<file path="src/rtl/rv32_csr_pkg.sv">
// Shared types and helpers for the Zicsr access controller: opcode and state
// encodings, CSR address field positions and the read-modify-write function.
package rv32_csr_pkg;

  typedef enum logic [2:0] {
    CSR_RW  = 3'b001,
    CSR_RS  = 3'b010,
    CSR_RC  = 3'b011,
    CSR_RWI = 3'b101,
    CSR_RSI = 3'b110,
    CSR_RCI = 3'b111
  } csr_op_e;

  typedef enum logic [2:0] {
    ST_IDLE,
    ST_READ,
    ST_RWAIT,
    ST_WRITE,
    ST_RESP
  } csr_state_e;

  localparam int ADDR_PERM_HI = 11;
  localparam int ADDR_PERM_LO = 10;
  localparam int ADDR_PRIV_HI = 9;
  localparam int ADDR_PRIV_LO = 8;

  localparam logic [1:0] PERM_RO = 2'b11;

  localparam logic [1:0] PRIV_U = 2'b00;
  localparam logic [1:0] PRIV_S = 2'b01;
  localparam logic [1:0] PRIV_M = 2'b11;

  // funct3[1:0]==00 is ECALL/EBREAK space or reserved; never a CSR op.
  function automatic logic funct3_is_csr(input logic [2:0] funct3);
    return funct3[1:0] != 2'b00;
  endfunction

  function automatic logic funct3_is_swap(input logic [2:0] funct3);
    return funct3[1:0] == 2'b01;
  endfunction

  function automatic logic [31:0] csr_rmw(input csr_op_e op, input logic [31:0] old,
                                          input logic [31:0] operand);
    logic [31:0] res;
    case (op)
      CSR_RW, CSR_RWI: res = operand;
      CSR_RS, CSR_RSI: res = old | operand;
      CSR_RC, CSR_RCI: res = old & ~operand;
      default:         res = old;
    endcase
    return res;
  endfunction

endpackage

</file>
<file path="src/rtl/rv32_csr_access_ctrl.sv">
// Sequences one Zicsr instruction at a time onto the single-ported CSR bus:
// legality check, optional read, optional write, then a valid/ready response.
module rv32_csr_access_ctrl
  import rv32_csr_pkg::*;
#(
  parameter int ASYNC_READ = 1
) (
  input  logic        clk,
  input  logic        rst,
  input  logic [1:0]  priviledge,
  input  logic        req_valid,
  output logic        req_ready,
  input  logic [2:0]  req_funct3,
  input  logic [11:0] req_addr,
  input  logic [31:0] req_rs1_val,
  input  logic [4:0]  req_rs1_idx,
  input  logic [4:0]  req_rd_idx,
  output logic [11:0] csr_addr,
  output logic        csr_re,
  input  logic [31:0] csr_rdata,
  output logic        csr_we,
  output logic [31:0] csr_wdata,
  output logic        resp_valid,
  input  logic        resp_ready,
  output logic [31:0] resp_rdata,
  output logic        resp_illegal
);

  csr_state_e  state;
  logic [2:0]  funct3_q;
  logic [11:0] addr_q;
  logic [31:0] operand_q;
  logic [31:0] old_q;
  logic        write_q;
  logic        skip_q;

  logic        wr_req;
  logic        rd_skip;
  logic        illegal;
  logic [31:0] operand;
  logic [31:0] old_val;
  logic [31:0] wdata_next;

  // NOTE: every always_comb output gets a value before any branch, so no
  // path can leave it unassigned and infer a latch.
  always_comb begin
    wr_req     = funct3_is_swap(req_funct3) || (req_rs1_idx != 5'd0);
    rd_skip    = funct3_is_swap(req_funct3) && (req_rd_idx == 5'd0);
    operand    = req_funct3[2] ? {27'd0, req_rs1_idx} : req_rs1_val;
    illegal    = !funct3_is_csr(req_funct3)
              || (priviledge < req_addr[ADDR_PRIV_HI:ADDR_PRIV_LO])
              || ((req_addr[ADDR_PERM_HI:ADDR_PERM_LO] == PERM_RO) && wr_req);
    old_val    = skip_q ? 32'd0 : csr_rdata;
    wdata_next = csr_rmw(csr_op_e'(funct3_q), old_val, operand_q);
  end

  // NOTE: state and registered outputs use non-blocking assignments so every
  // register samples the pre-edge value of the others.
  always_ff @(posedge clk or posedge rst) begin
    if (rst) begin
      state        <= ST_IDLE;
      req_ready    <= 1'b1;
      csr_addr     <= 12'd0;
      csr_re       <= 1'b0;
      csr_we       <= 1'b0;
      csr_wdata    <= 32'd0;
      resp_valid   <= 1'b0;
      resp_rdata   <= 32'd0;
      resp_illegal <= 1'b0;
      funct3_q     <= 3'd0;
      addr_q       <= 12'd0;
      operand_q    <= 32'd0;
      old_q        <= 32'd0;
      write_q      <= 1'b0;
      skip_q       <= 1'b0;
    end else begin
      case (state)
        ST_IDLE: begin
          if (req_valid) begin
            funct3_q  <= req_funct3;
            addr_q    <= req_addr;
            operand_q <= operand;
            write_q   <= wr_req;
            skip_q    <= rd_skip;
            req_ready <= 1'b0;
            if (illegal) begin
              state        <= ST_RESP;
              resp_valid   <= 1'b1;
              resp_illegal <= 1'b1;
              resp_rdata   <= 32'd0;
            end else begin
              state    <= ST_READ;
              csr_addr <= req_addr;
              csr_re   <= !rd_skip;
            end
          end
        end

        ST_READ: begin
          csr_re <= 1'b0;
          if (ASYNC_READ != 0) begin
            old_q     <= old_val;
            csr_we    <= write_q;
            csr_wdata <= write_q ? wdata_next : 32'd0;
            state     <= ST_WRITE;
          end else begin
            state <= ST_RWAIT;
          end
        end

        // Registered CSR file: read data lands one cycle after the strobe.
        ST_RWAIT: begin
          old_q     <= old_val;
          csr_we    <= write_q;
          csr_wdata <= write_q ? wdata_next : 32'd0;
          state     <= ST_WRITE;
        end

        ST_WRITE: begin
          csr_we       <= 1'b0;
          csr_wdata    <= 32'd0;
          csr_addr     <= 12'd0;
          resp_valid   <= 1'b1;
          resp_rdata   <= old_q;
          resp_illegal <= 1'b0;
          state        <= ST_RESP;
        end

        ST_RESP: begin
          if (resp_ready) begin
            resp_valid   <= 1'b0;
            resp_rdata   <= 32'd0;
            resp_illegal <= 1'b0;
            req_ready    <= 1'b1;
            state        <= ST_IDLE;
          end
        end

        default: state <= ST_IDLE;
      endcase
    end
  end

  logic unused_addr_q;
  assign unused_addr_q = ^addr_q;

endmodule
</file>
<file path="config.mk">
export PLATFORM = sky130hd
export DESIGN_NAME = rv32_csr_access_ctrl
export DESIGN_NICKNAME = d
export VERILOG_FILES = /design/src/rtl/rv32_csr_pkg.sv /design/src/rtl/rv32_csr_access_ctrl.sv
export SDC_FILE = /design/constraint.sdc
export NUM_CORES = 1
export LEC_CHECK = 0
export ABC_AREA = 1
export CAP_MARGIN = 15
export CORE_UTILIZATION = 33
export CTS_BUF_LIST = sky130_fd_sc_hd__clkbuf_8
export CTS_CLUSTER_DIAMETER = 200
export CTS_CLUSTER_SIZE = 24
export DETAILED_ROUTE_END_ITERATION = 12
export SLEW_MARGIN = 40
export SYNTH_ARGS = -nofsm -noshare
export SYNTH_HDL_FRONTEND = slang
export SYNTH_SLANG_ARGS = --single-unit
</file>
<file path="constraint.sdc">
create_clock -name clk -period 7.45 [get_ports clk]
set_input_delay 1.8625 -clock clk [delete_from_list [all_inputs] [get_ports clk]]
set_output_delay 1.8625 -clock clk [all_outputs]
set_load 0.1 [all_outputs]
</file>
==> results by group <==
GRT
  • Global route overflow: 0
  • Tot GR Track Use: between 10% and 20%
  • Antenna violations before repair: 0
  • Vias in the first global route: around 5.6k
  • Largest net degree at the start of global routing: 70
  • First-pass GRT wire length: roughly 31000 µm

Finish
  • Proportion of layout cells with a drive suffix above 1: 18.1%
  • Post-Route Utilization: a little over two fifths
  • Commonest non-fill, non-tap cell in the layout: nand2_1
  • Area grow syn2layout: 27.8%
  • Fin nets: between 1k and 1.5k
  • Ant. Diodes: 0
  • Commonest cells after routing, fill and taps aside: nand2_1 (246), dfrtp_1 (151), clkdlybuf4s50_1 (94), buf_2 (81), nand3_1 (74)

Logic synthesis
  • Synth Area in XOR/XNOR: 0.125%
  • Synth Area in Compound Gates: between 10% and 20%
  • Sequential element share of the synthesized area: between 50% and 60%
  • Synth Area in Simple Gates: 27.0%
  • Post-synthesis adder-cell area fraction: less than 1%
  • Largest family of logic cells by synthesized area: simple AND/OR/NAND/NOR gates
  • Post-synthesis net count: roughly 900
  • Synth Instances: 800
  • Mux contribution to synthesized area: 0%
  • Post-Syn Area: approximately 7000 µm²
  • Yosys cell types: 33
  • Avg Cell Area, Syn: 8.73 µm²
  • Synth Register Bits: between 150 and 200
  • Synth warnings: 0

Route
  • Met3 WL: 807 µm
  • Routed len/inst: between 15 and 20 µm
  • DRT Wirelength: around 19000 µm
  • Pre-antenna DRT Iters: 5
  • Via count: 5789
  • WL met2: between 8000 and 9000 µm
  • Vias per Instance: 4.68
  • Post-DRT Antenna Nets: 0
  • Drc violations: 0
  • M1 WL: between 9000 and 10000 µm
  • 1st-iter DRT viols: ~400
  • Top sig layer: met4

Setup path
  • Cell repeated most along the worst path: nand2_1
  • R2r startpoint: state[2]
  • CP Launch Point: req_addr[9]
  • Crit path to: csr_addr[2]
  • Slowest cell on the critical path: clkdlybuf4s50_1
  • Critical Path Fanout Max: 15
  • Crit path cell chain: clkdlybuf4s50_1 -> inv_1 -> ha_1 -> nand2_1 -> a21oi_1 -> nand2_1 -> nand2_1 -> nand2_1 -> nand2_1 -> nand2_1
  • Worst path required time: 7.80 ns
  • R2R Path End: old_q[22]
  • Worst reg-to-reg setup slack: around 5.0 ns
  • Worst path max stage delay: 0.45 ns
  • CP endpoint kind: register
  • Worst Setup Path Type: in2reg
  • Worst R2R Path Depth: 6
  • CP Launch Type: primary input
  • Worst EP arrival: roughly 4.0 ns

Power
  • Leakage: around 4.7 nW
  • Worst vdd rail ir drop: about 240 µV
  • PD cells: ~500 nW/µm²

STA
  • Post-route setup TNS: 0 ns
  • Pins Over Slew Limit: 0
  • Tmin final: approximately 3.6 ns
  • Slew at the pin closest to its max-slew limit: roughly 0.80 ns
  • Fin. Hold Viols: 0
  • RSZ-0062 raised after global routing: false
  • Setup violators final: 0
  • Worst Clk Skew: 0.0117 ns
  • Slew margin rel.: between 40% and 50%
  • Maximum clock rate: 276 MHz
  • Final period utilization: about half

Place
  • Routability congestion estimate: around 0.84
  • Post-DP HPWL: between 10000 and 15000 µm
  • Port Buffer Count: around 180

Floorplanning
  • Core ar.: 20500 µm²
  • Row count: 52
  • Starting Density: roughly 34%
  • Io pins: 176
  • Die area: 21700 µm²
  • Chip Height: 147 µm
  • Die width: around 150 µm

Clock tree
  • Deepest clock path buffer count: 2
  • Clk Latency, worst-skew pair: roughly 0.46 ns
  • TritonCTS clock tree: yes
  • Clock Tree Root: clkbuf_8
  • Clock slew at reported path FFs: 0.08 ns
  • Clock tree sinks: 152
  • CTS H-tree lvls: 4
  • Post-CTS Hold Buffers: 0
  • Post-CTS Setup Bufs: 0
  • Num CTS Buffers: 17
  • PostCTS Resize Cnt: 0

Worst hold path
  • Hold Path Class: reg2reg

Outcome
  • Status: finished, final reports clean

Job
  • Max Cap Viol: 0
==> cell usage after synthesis (all sizes together) <==
library cell	n	area (µm²)
nand3b	1	7.51
o211ai	1	7.51
buf	29	198
o22ai	32	200
dfstp	1	26.3
nand2	283	1320
o31ai	4	30.0
ha	1	12.5
dfrtp	151	3780
nand3	75	380
a21oi	35	179
a22o	2	17.5
clkinv	1	3.75
inv	61	229
clkbuf	20	75.1
xnor2	1	8.76
nor3	2	10.0
nor2	34	160
o21ai	66	334
==> area by class of cell <==
type / instances / area, µm²
repair buffers: 183 / 1460
clock buffers: 20 / 275
inverters: 62 / 243
multi-input cells: 537 / 2680
flip-flops and latches: 152 / 3800
well taps: 270 / 338
clock inverters: 12 / 124
fillers: 2067 / 11600
==> flip-flops by register name (all words and copies together), names as in the netlist <==
signal        cells
write_q           1
old_q            32
funct3_q          2
resp_illegal      1
operand_q        32
req_ready         1
state             3
resp_valid        1
resp_rdata       32
skip_q            1
csr_we            1
csr_wdata        32
csr_addr         12
csr_re            1
==> logic make-up (layout without fill, tap and decap cells) <==
group / Yosys count / after routing
DFF: 152 / 152
AOI/OAI and AO/OA: 140 / 140
and+or+nand+nor: 395 / 395
xor gates and xnor gates: 1 / 1
adders and majority gates: 1 / 1
buffers and inverters: 111 / 277
==> per-layer routing <==
layer / GRT usage (%) / up-vias
met5: 0 / -
met4: 7.16 / 0
met3: 3.15 / 25
met2: 27.3 / 148
met1: 27.3 / 2706
li1: - / 2910
==> power by group <==
part	leakage, nW	internal (mW)	switching (mW)
clock	0.208	0.323	0.319
combinational	2.54	0.510	1.88
sequential	1.97	1.14	0.168
==> critical path, delay by kind of cell <==
family	cells	cell delay, ns
fa+ha+maj	1	0.26
simple gates	6	1.11
buf+inv	2	0.50
compound gates	1	0.22
==> worst min-delay path by stage <==
stage                     slack (ns)  cells past startpoint        endpoint        start
final                           0.48                      2  resp_rdata[26]    old_q[26]
after global placement          0.46                      2  resp_rdata[22]    old_q[22]
after floorplan                 0.45                      2   resp_rdata[0]     old_q[0]
after global routing            0.48                      2     csr_addr[5]  csr_addr[5]
after detailed placement        0.46                      2     csr_addr[7]  csr_addr[7]
after CTS                       0.48                      2     csr_addr[7]  csr_addr[7]
==> through the flow <==
step	area (µm²)	setup WS, ns	hold slack (ns)	instances	power [mW]
floorplan	6980	1.50	0.449	800	3.31
global placement	8850	3.46	0.458	1201	3.81
detailed placement	8520	3.37	0.456	1204	3.73
CTS	8920	3.87	0.478	1236	4.38
global route	8920	3.62	0.482	1236	4.60
finish	8920	3.83	0.476	1236	4.34
(Power assumes the default switching activity.)
